===== config.mk =====
export PLATFORM = sky130hd
export DESIGN_NAME = dijkstra_path_engine
export DESIGN_NICKNAME = d
export VERILOG_FILES = /design/src/rtl/dijkstra_path_engine.sv
export SDC_FILE = /design/constraint.sdc
export NUM_CORES = 2
export LEC_CHECK = 0
export BUFFER_PORTS_ARGS = -buffer_cell sky130_fd_sc_hd__buf_4
export CELL_PAD_IN_SITES_DETAIL_PLACEMENT = 0
export CELL_PAD_IN_SITES_GLOBAL_PLACEMENT = 1
export CORE_MARGIN = 5
export CORE_UTILIZATION = 30
export DETAILED_ROUTE_END_ITERATION = 16
export PLACE_DENSITY_LB_ADDON = 0.08
export SYNTH_ARGS = -nofsm -noshare
export SYNTH_HDL_FRONTEND = slang
export SYNTH_SLANG_ARGS = --single-unit

===== constraint.sdc =====
create_clock -name clk_3125KHz -period 6.3 [get_ports clk_3125KHz]
set_input_delay 0.63 -clock clk_3125KHz [delete_from_list [all_inputs] [get_ports clk_3125KHz]]
set_output_delay 0.63 -clock clk_3125KHz [all_outputs]
set_load 0.005 [all_outputs]

===== src/rtl/dijkstra_path_engine.sv =====
// Dijkstra route planner: sequential INIT/SCAN/RELAX over a combinational map ROM,
// traces the prev chain into a path buffer read back by index.
module dijkstra_path_engine #(
  parameter int         NODES   = 30,
  parameter int         MAX_DEG = 4,
  parameter logic [7:0] INF     = 8'hFF
) (
  input  logic       clk_3125KHz,
  input  logic       rst_n,
  input  logic       CPU_start,
  input  logic [4:0] start_point,
  input  logic [4:0] end_point,
  output logic [4:0] rom_addr,
  output logic [1:0] rom_slot,
  input  logic [4:0] rom_nbr,
  input  logic [3:0] rom_wt,
  input  logic [4:0] path_idx,
  output logic [4:0] path_node,
  output logic [4:0] path_len,
  output logic       path_valid,
  output logic       busy,
  output logic       no_path
);
  typedef enum logic [2:0] {IDLE, INIT, SCAN, RELAX, TRACE, FAIL, HOLD} state_e;
  localparam logic [4:0] LAST_N = 5'(NODES - 1);
  localparam logic [4:0] LAST_K = 5'(MAX_DEG - 1);

  state_e           state_q, state_d;
  logic             cpu_q, busy_q, valid_q, nopath_q;
  logic [4:0]       src_q, dst_q, cnt_q, u_q, cur_q, n_q, len_q;
  logic [7:0]       best_q;
  logic [7:0]       dist_q [NODES];
  logic [4:0]       prev_q [NODES];
  logic [4:0]       pbuf_q [NODES];
  logic [NODES-1:0] vis_q;

  logic       trig, bad_ep, scan_take, relax_upd, abort;
  logic [7:0] scan_best;
  logic [4:0] scan_u;
  logic [8:0] sum;

  // start_point alone never retriggers: the planner tracks its position on it
  assign trig   = CPU_start & (~cpu_q | (end_point != dst_q));
  assign bad_ep = (start_point > LAST_N) | (end_point > LAST_N);
  assign abort  = ~CPU_start & (state_q inside {INIT, SCAN, RELAX, TRACE});

  // running minimum; strict compare in ascending order keeps ties on the lower id
  assign scan_take = ~vis_q[cnt_q] & (dist_q[cnt_q] < best_q);
  assign scan_best = scan_take ? dist_q[cnt_q] : best_q;
  assign scan_u    = scan_take ? cnt_q : u_q;

  assign sum       = {1'b0, dist_q[u_q]} + {5'd0, rom_wt};
  assign relax_upd = (rom_wt != 4'd0) & (rom_nbr <= LAST_N) & ~vis_q[rom_nbr] &
                     (sum < {1'b0, INF}) & (sum[7:0] < dist_q[rom_nbr]);

  assign rom_addr   = (state_q == RELAX) ? u_q : 5'd0;
  assign rom_slot   = (state_q == RELAX) ? cnt_q[1:0] : 2'd0;
  assign path_len   = len_q;
  assign path_node  = (path_idx < len_q) ? pbuf_q[len_q - 5'd1 - path_idx] : 5'd0;
  assign path_valid = valid_q;
  assign busy       = busy_q;
  assign no_path    = nopath_q;

  always_ff @(posedge clk_3125KHz or negedge rst_n) begin
    if (!rst_n) state_q <= IDLE;
    else        state_q <= state_d;
  end

  always_comb begin
    state_d = state_q;
    if (trig) state_d = bad_ep ? FAIL : INIT;
    else if (abort) state_d = IDLE;
    else begin
      case (state_q)
        INIT:  if (cnt_q == LAST_N) state_d = SCAN;
        SCAN:  if (cnt_q == LAST_N)
                 state_d = (scan_best == INF) ? FAIL : (scan_u == dst_q) ? TRACE : RELAX;
        RELAX: if (cnt_q == LAST_K) state_d = SCAN;
        TRACE: if (cur_q == src_q) state_d = HOLD;
        FAIL:  state_d = HOLD;
        HOLD:  if (!CPU_start) state_d = IDLE;
        default: state_d = IDLE;
      endcase
    end
  end

  always_ff @(posedge clk_3125KHz or negedge rst_n) begin
    if (!rst_n) begin
      cpu_q    <= 1'b0;
      busy_q   <= 1'b0;
      valid_q  <= 1'b0;
      nopath_q <= 1'b0;
      src_q    <= '0;
      dst_q    <= '0;
      cnt_q    <= '0;
      u_q      <= '0;
      cur_q    <= '0;
      n_q      <= '0;
      len_q    <= '0;
      best_q   <= INF;
      vis_q    <= '0;
      for (int i = 0; i < NODES; i++) begin
        dist_q[i] <= '0;
        prev_q[i] <= '0;
        pbuf_q[i] <= '0;
      end
    end else begin
      cpu_q <= CPU_start;
      if (trig) begin
        src_q    <= start_point;
        dst_q    <= end_point;
        cnt_q    <= '0;
        busy_q   <= 1'b1;
        valid_q  <= 1'b0;
        nopath_q <= 1'b0;
        len_q    <= '0;
      end else if (abort) begin
        busy_q  <= 1'b0;
        valid_q <= 1'b0;
      end else begin
        case (state_q)
          INIT: begin
            dist_q[cnt_q] <= (cnt_q == src_q) ? 8'd0 : INF;
            prev_q[cnt_q] <= cnt_q;
            vis_q[cnt_q]  <= 1'b0;
            cnt_q         <= (cnt_q == LAST_N) ? 5'd0 : cnt_q + 5'd1;
            best_q        <= INF;
          end
          SCAN: begin
            best_q <= scan_best;
            u_q    <= scan_u;
            cnt_q  <= (cnt_q == LAST_N) ? 5'd0 : cnt_q + 5'd1;
            if (cnt_q == LAST_N && scan_best != INF) begin
              if (scan_u == dst_q) begin
                cur_q <= dst_q;
                n_q   <= '0;
              end else begin
                vis_q[scan_u] <= 1'b1;
              end
            end
          end
          RELAX: begin
            if (relax_upd) begin
              dist_q[rom_nbr] <= sum[7:0];
              prev_q[rom_nbr] <= u_q;
            end
            cnt_q <= (cnt_q == LAST_K) ? 5'd0 : cnt_q + 5'd1;
            if (cnt_q == LAST_K) best_q <= INF;
          end
          TRACE: begin
            pbuf_q[n_q] <= cur_q;
            if (cur_q == src_q) begin
              len_q   <= n_q + 5'd1;
              valid_q <= 1'b1;
              busy_q  <= 1'b0;
            end else begin
              cur_q <= prev_q[cur_q];
              n_q   <= n_q + 5'd1;
            end
          end
          FAIL: begin
            nopath_q <= 1'b1;
            busy_q   <= 1'b0;
            len_q    <= '0;
          end
          HOLD: if (!CPU_start) valid_q <= 1'b0;
          default: ;
        endcase
      end
    end
  end
endmodule


[Word-level counts from Yosys, hierarchy flattened]
Cells that the tools add are included.
Word-level totals
  register bits: 620
  latch bits: 0
  memory bits (writable): 0
  memory bits (read-only): 0
  bits of input ports: 27
  word-level logic and storage cells: 304
  memories: 0
Operators by class
  add/subtract/negate cells: 5
  multipliers: 0
  div/mod/pow operators: 0
  magnitude comparators: 21
  equal/unequal tests: 27
  shift-type cells: 0
  mux-type cells: 93
  bitwise logic cells: 24
  reductions and logical operators: 30
Operators with widths (count)
  bitwise mux 240 bit: 2
  case mux 240 bit (2 select lines): 1
  bitwise mux 150 bit: 3
  case mux 150 bit (2 select lines): 1
  two-way mux 240 bit: 1
  two-way mux 150 bit: 1
  binary-select mux 8 bit (select 5 bit): 3
  two-way mux 5 bit: 23
  two-way mux 8 bit: 11
  demux 8 bit (select 5 bit): 2
  demux 5 bit (select 5 bit): 3
  two-way mux 30 bit: 2
  case mux 30 bit (2 select lines): 1
  binary-select mux 5 bit (select 5 bit): 2
  case mux 5 bit (2 select lines): 4
  >= comparator 6 bit, second input constant: 6
  NOT 5 -> 6 bit: 6
  AND 30 bit: 1
  two-way mux 3 bit: 10
  NOT 30 bit: 1
  OR 30 bit: 1
  case mux 8 bit (3 select lines): 1
  < comparator 5 x 6 -> 1 bit, second input constant: 3
  < comparator 6 x 1 -> 1 bit, second input constant: 3
  43 further kinds: 108

[Longest topological paths before layout]
  depth after elaboration: 15
  mapped depth: 34

[Worst setup path before layout]
Ideal clock, no wire load.
  path kind: reg2reg
  start point: reg u_q[0]
  end point: reg dist_q[66] in the netlist's numbering
  arrival: 6834 ps
  data required time: 6175 ps
  slack: -659 ps
  stages on the path, launching flop included: 34
  clock period less this slack: 6959 ps
  path through: dfrtp_1 -> buf_6 -> buf_12 -> buf_8 -> buf_6 -> buf_6 -> buf_1 -> clkbuf_1 -> mux2i_1 -> o221ai_1 -> nand2_1 -> nand2_1 -> o221ai_1 -> o21ai_0 -> ha_1 -> fa_1 -> a21o_1 -> a21oi_1 -> o31ai_1 -> nand2_1 -> clkbuf_1 -> inv_1 -> ha_1 -> and4_1 -> a211o_1 -> a21oi_1 -> nand4_1 -> nor3_1 -> o311a_1 -> o21ai_2 -> buf_6 -> o22ai_1 -> buf_4 -> mux2_2
On the way
  word-level cells in the longest chain between the ends: 10
  elaborated cells between the ends (all ways): 14
RTL lines
  start, declared: line 30  | logic [4:0] src_q, dst_q, cnt_q, u_q, cur_q, n_q, len_q;
  start signal, assigned: line 131  | u_q <= scan_u;
  NOT 5 -> 6 bit (implied by the code) *: line 52  | assign sum = {1'b0, dist_q[u_q]} + {5'd0, rom_wt};
  binary-select mux 8 bit (select 5 bit) *: line 52
  two-way mux 8 bit (implied by the code) * (2 in series): line 52
  adder 8 x 4 -> 9 bit *: line 52
  < comparator 9 x 8 -> 1 bit: line 54  | (sum < {1'b0, INF}) & (sum[7:0] < dist_q[rom_nbr]);
  AND 1 bit: line 53  | assign relax_upd = (rom_wt != 4'd0) & (rom_nbr <= LAST_N) & ~vis_q[rom_nbr] &
  AND 1 bit: line 54
  != test 2 bit (no source line)
  AND reduction 4 bit (no source line)
  end signal, assigned by index: line 123  | dist_q[cnt_q] <= (cnt_q == src_q) ? 8'd0 : INF;
  end signal, assigned by index: line 144  | dist_q[rom_nbr] <= sum[7:0];
  end, declared: line 32  | logic [7:0] dist_q [NODES];
Mark *: on every way between the ends. The rest lies on a longest branch, timed or not. The select of a mux whose other input is x is not followed.
A chain may end at the register's enable or synchronous reset.

[Worst setup path after layout]
  start point: reg cnt_q[1]
  end point: reg cur_q[2]
On the way
  word-level cells in the longest chain between the ends: 11
  elaborated cells between the ends (all ways): 18
RTL lines
  start, declared: line 30
  start signal, assigned: line 126  | cnt_q <= (cnt_q == LAST_N) ? 5'd0 : cnt_q + 5'd1;
  start signal, assigned: line 132  | cnt_q <= (cnt_q == LAST_N) ? 5'd0 : cnt_q + 5'd1;
  start signal, assigned: line 147  | cnt_q <= (cnt_q == LAST_K) ? 5'd0 : cnt_q + 5'd1;
  NOT 5 -> 6 bit (implied by the code): line 48, 49
  binary-select mux 8 bit (select 5 bit): line 48, 49
  two-way mux 8 bit (implied by the code) (2 in series): line 48, 49
  < comparator 8 bit: line 48  | assign scan_take = ~vis_q[cnt_q] & (dist_q[cnt_q] < best_q);
  AND 1 bit: line 48
  two-way mux 8 bit: line 49  | assign scan_best = scan_take ? dist_q[cnt_q] : best_q;
  != test 8 bit: line 133  | if (cnt_q == LAST_N && scan_best != INF) begin
  logical AND 1 bit: line 133
  != test 2 x 1 -> 1 bit (no source line)
  AND reduction 6 bit (no source line) *
  end signal, assigned: line 135  | cur_q <= dst_q;
  end signal, assigned: line 157  | cur_q <= prev_q[cur_q];
  end, declared: line 30
Marked as above.

==> impl_results.rst <==
.. list-table::
   :header-rows: 1

   * - Metric
     - Value
   * - Cell with the most instances after synthesis
     - sky130_fd_sc_hd__dfrtp_1
   * - Maximum count of clock buffers along a single path
     - 3
   * - Net switching power of the design
     - 3.77 mW
   * - Crit-path max cell delay
     - 850 ps
   * - Synth async-reset ratio
     - 100%
   * - Netlist Area Pre-Place
     - 37300 sq um
   * - Minimum clock period after layout
     - 6130 ps
   * - Biggest fanout along the worst timing path
     - 29
   * - Final Max Slew Viols
     - 0
   * - Combined global-route utilization of all metal layers
     - 26.7%
   * - Placed cell area
     - 40900 sq um
   * - Cell taking the most area after synthesis
     - sky130_fd_sc_hd__dfrtp_1
   * - Top area cells in the synthesized netlist
     - sky130_fd_sc_hd__dfrtp_1 41%, sky130_fd_sc_hd__mux2_2 13%, sky130_fd_sc_hd__mux4_2 12%
   * - Cell repeated most along the worst path
     - sky130_fd_sc_hd__buf_4
   * - Power Internal
     - 7.60 mW
   * - Wirelength per Cell
     - 35.0 microns
   * - Cell area after layout
     - 43800 sq um
   * - Clock network fraction of total power
     - 41.9%
   * - Fill cell instance count of the final layout
     - 12.3k
   * - Setup WS post-layout
     - 169 ps
   * - Top cell type's share of synthesized area
     - 41.1%
   * - Routability congestion estimate from global placement
     - 0.966
   * - Type of the worst min-delay path
     - input pin to flip-flop
   * - Final Hold Violating Endpoints
     - 0
   * - Crit path max-delay family
     - simple AND/OR/NAND/NOR gates
   * - Max VDD drop
     - 0.237 mV
   * - Die Y-Extent
     - 363 microns
   * - Clock tree from TritonCTS
     - done
   * - Initial antenna violation count
     - 15
   * - Max-cap violation count
     - 0
   * - Clock net sink count
     - 620
   * - Average size of a mapped cell
     - 11.3 sq um
   * - Kind of critical path
     - flip-flop to flip-flop
   * - Fmax
     - 0.163 GHz
   * - Actual slew at the worst max-slew pin
     - 1250 ps
   * - Post-route DRC violation count
     - 0
   * - Detailed-route vias per instance
     - 6.09
   * - Outcome
     - finished, final reports clean
   * - Type of element capturing the critical path
     - flip-flop
   * - Cells after synthesis
     - 3315
   * - Worst clock skew
     - 55.1 ps
   * - Most instantiated flip-flop cell in the synthesis netlist
     - sky130_fd_sc_hd__dfrtp_1
   * - Design Power
     - 11.4 mW
   * - Root Buffer
     - sky130_fd_sc_hd__clkbuf_16
   * - Post-synth EDFFs
     - 0
   * - WP buf/inv
     - 3
   * - Register bit total from synthesis
     - 620
   * - Iter 0 DRT Violations
     - 3247
   * - Clock buffer count from CTS
     - 82
   * - Clock latency on the worst-skew pair
     - 690 ps
   * - H-tree depth reported by CTS
     - 3
   * - First-pass GRT wire length
     - 252000 microns
   * - Portion of total power attributed to combinational logic
     - 20.6%
   * - Number of global-route vias before repair
     - 31.8k
   * - Dpl ws
     - -251 ps
   * - Sequential Power Share
     - 37.6%
   * - Clock slew seen by the registers of the worst setup and hold paths
     - 60 ps
   * - Count of input and output buffers
     - 46
   * - Worst hold path depth
     - 1
   * - Post-Route WL
     - 180000 microns
   * - Number of placement rows
     - 129
   * - Total Die Area
     - 131000 sq um
   * - Floorplan core area
     - 124000 sq um
   * - Critical Path Stages
     - 17
   * - Number of warnings printed during yosys synthesis
     - 0
   * - Static power due to leakage
     - 18.5 nW
   * - Post-synth top cells
     - 612 x sky130_fd_sc_hd__dfrtp_1, 428 x sky130_fd_sc_hd__mux2_2, 328 x sky130_fd_sc_hd__o21ai_0
   * - Cells along the critical path
     - buf_4, mux2i_1, nor2_1, nor4_1, nand4_1, ha_1, nand4_1, or2_2, o221ai_1, buf_4, nor4_1, nand2_1, buf_4, o311ai_0, a31oi_1, or2_1, mux2_2
   * - Proportion of layout cells with a drive suffix above 1
     - 33.0%
   * - Kind of start point of the critical path
     - flip-flop
   * - RSZ-0062 raised after global routing
     - false
   * - Sequential share of the synthesized area
     - 41.6%
   * - Via count
     - 31.3k
   * - Data required time of the worst path
     - 6850 ps
   * - Count of unique library cells instantiated by Yosys
     - 88
   * - HPWL Detailed
     - 134000 microns
   * - Final setup viols
     - 0
   * - Relative area change from synthesis to final layout
     - 17.4%
   * - Normalized max-slew margin
     - 16.8%
   * - Largest net degree at the start of global routing
     - 157
   * - Share of total power consumed by net switching
     - 33.2%
   * - Net count of the finished layout
     - 3504
   * - Critical path arrival
     - 6680 ps
   * - I/O pin total
     - 47
   * - DRT antenna net count
     - 0
   * - X dimension of the die
     - 363 microns
   * - Final cycle utilization of the critical path
     - 97.3%
   * - Grt ovf
     - 0
   * - Net Count, Synth
     - 3378
   * - PwrDens
     - 260 nW/um^2
   * - Starting utilization of the core area
     - 30.2%
   * - Slowest stage cell, crit path
     - sky130_fd_sc_hd__dfrtp_4
   * - Logic depth of the worst register-to-register path
     - 17
   * - DR pass1 iterations
     - 5
-- flip-flops by register name, indices dropped and copies added (netlist names), 3 cells and up --
| register | count |
|---|---|
| dist_q | 240 |
| pbuf_q | 150 |
| prev_q | 150 |
| vis_q | 30 |
| best_q | 8 |
| cnt_q | 5 |
| cur_q | 5 |
| dst_q | 5 |
| n_q | 5 |
| path_len | 5 |
| src_q | 5 |
| u_q | 5 |
| state_q | 3 |
-- routing by layer --
metal | vias to the layer above | share of wire (%) | GRT usage [%]
met3 | 329 | 7.5 | 5.49
met4 | 2 | 4.6 | 10.2
li1 | 12918 | - | -
met2 | 1472 | 44 | 41.2
met1 | 16613 | 44 | 37.2
met5 | - | 0.0072 | 0
-- power by group through the flow --
stage / Clock [mW] / Combinational, mW / Sequential [mW]
global placement: 0 / 2.31 / 4.34
floorplan: 0 / 1.26 / 4.20
finish: 4.76 / 2.34 / 4.27
global route: 5.02 / 2.46 / 4.29
detailed placement: 0 / 2.31 / 4.34
CTS: 4.88 / 2.32 / 4.27
-- layout make-up --
type | instances | area, sq um | share of cell area (%)
multi-input cells | 2373 | 20600 | 47.0
clock inverters | 19 | 246 | 0.563
flip-flops and latches | 620 | 15500 | 35.5
clock buffers | 125 | 2460 | 5.63
repair buffers | 306 | 2690 | 6.14
inverters | 58 | 218 | 0.497
diodes | 5 | 12.5 | 0.0286
well taps | 1637 | 2050 | 4.68
-- kinds of logic (layout without fill, tap and decap cells) --
kind of cell               after synthesis  in the layout  share of synthesized area, %
other                                    0              5                             0
xor gates and xnor gates                34             34                         0.819
DFF                                    620            620                          41.6
muxes                                  784            784                          29.3
AOI/OAI and AO/OA                      841            841                          14.7
buffers and inverters                  322            508                          3.77
and+or+nand+nor                        678            678                          8.61
adders and majority gates               36             36                          1.25
-- metrics by stage --
step	instances	setup TNS, ps	hold WS, ps	utilization, %
after floorplan	3315	0	334	-
after global placement	4986	-61530	459	33.1
after detailed placement	4986	-42550	462	33.1
after CTS	5131	0	143	35.3
after global routing	5138	0	166	35.4
final	5143	0	195	35.4
-- layout by cell type (no fill, tap or decap), types with 33 or more instances in the layout --
| cell | netlist | routed |
|---|---|---|
| sky130_fd_sc_hd__a21oi_1 | 57 | 53 |
| sky130_fd_sc_hd__a22o_1 | 33 | 33 |
| sky130_fd_sc_hd__buf_4 | 13 | 271 |
| sky130_fd_sc_hd__clkbuf_16 | 0 | 84 |
| sky130_fd_sc_hd__dfrtp_1 | 612 | 603 |
| sky130_fd_sc_hd__ha_1 | 34 | 33 |
| sky130_fd_sc_hd__inv_1 | 53 | 53 |
| sky130_fd_sc_hd__mux2_2 | 428 | 428 |
| sky130_fd_sc_hd__mux2i_1 | 139 | 139 |
| sky130_fd_sc_hd__mux4_2 | 201 | 201 |
| sky130_fd_sc_hd__nand2_1 | 232 | 227 |
| sky130_fd_sc_hd__nand3_1 | 79 | 78 |
| sky130_fd_sc_hd__nor2_1 | 153 | 152 |
| sky130_fd_sc_hd__nor3_1 | 51 | 50 |
| sky130_fd_sc_hd__o21ai_0 | 328 | 324 |
| sky130_fd_sc_hd__o22a_1 | 42 | 42 |
| sky130_fd_sc_hd__o22ai_1 | 121 | 120 |
| sky130_fd_sc_hd__o31ai_1 | 42 | 42 |
-- path summary, 6_finish.rpt --
kind	from	end	slack, ps
max in group asynchronous	rst_n	cur_q[0]$_DFFE_PN0P_	4070
worst max register to register	cnt_q[1]$_DFFE_PN0P_	cur_q[2]$_DFFE_PN0P_	170
worst min-delay path	CPU_start	cpu_q$_DFF_PN0_	200
min in group asynchronous	rst_n	prev_q[24]$_DFFE_PN0P_	510
worst min register to register	prev_q[67]$_DFFE_PN0P_	prev_q[67]$_DFFE_PN0P_	480
worst max-delay path	cnt_q[1]$_DFFE_PN0P_	cur_q[2]$_DFFE_PN0P_	170
-- repair_timing --
| action | 4_1_cts | 5_1_grt |
|---|---|---|
| pin swaps | 0 | 2 |
| hold endpoints to repair | 60 | 0 |
| cloned | 0 | 1 |
| setup buffers | 0 | 6 |
| setup endpoints to repair | 353 | 358 |
| gates resized for setup | 4 | 23 |
| hold buffers | 1 | 0 |
Note: power is estimated with default switching activity, not from simulation.
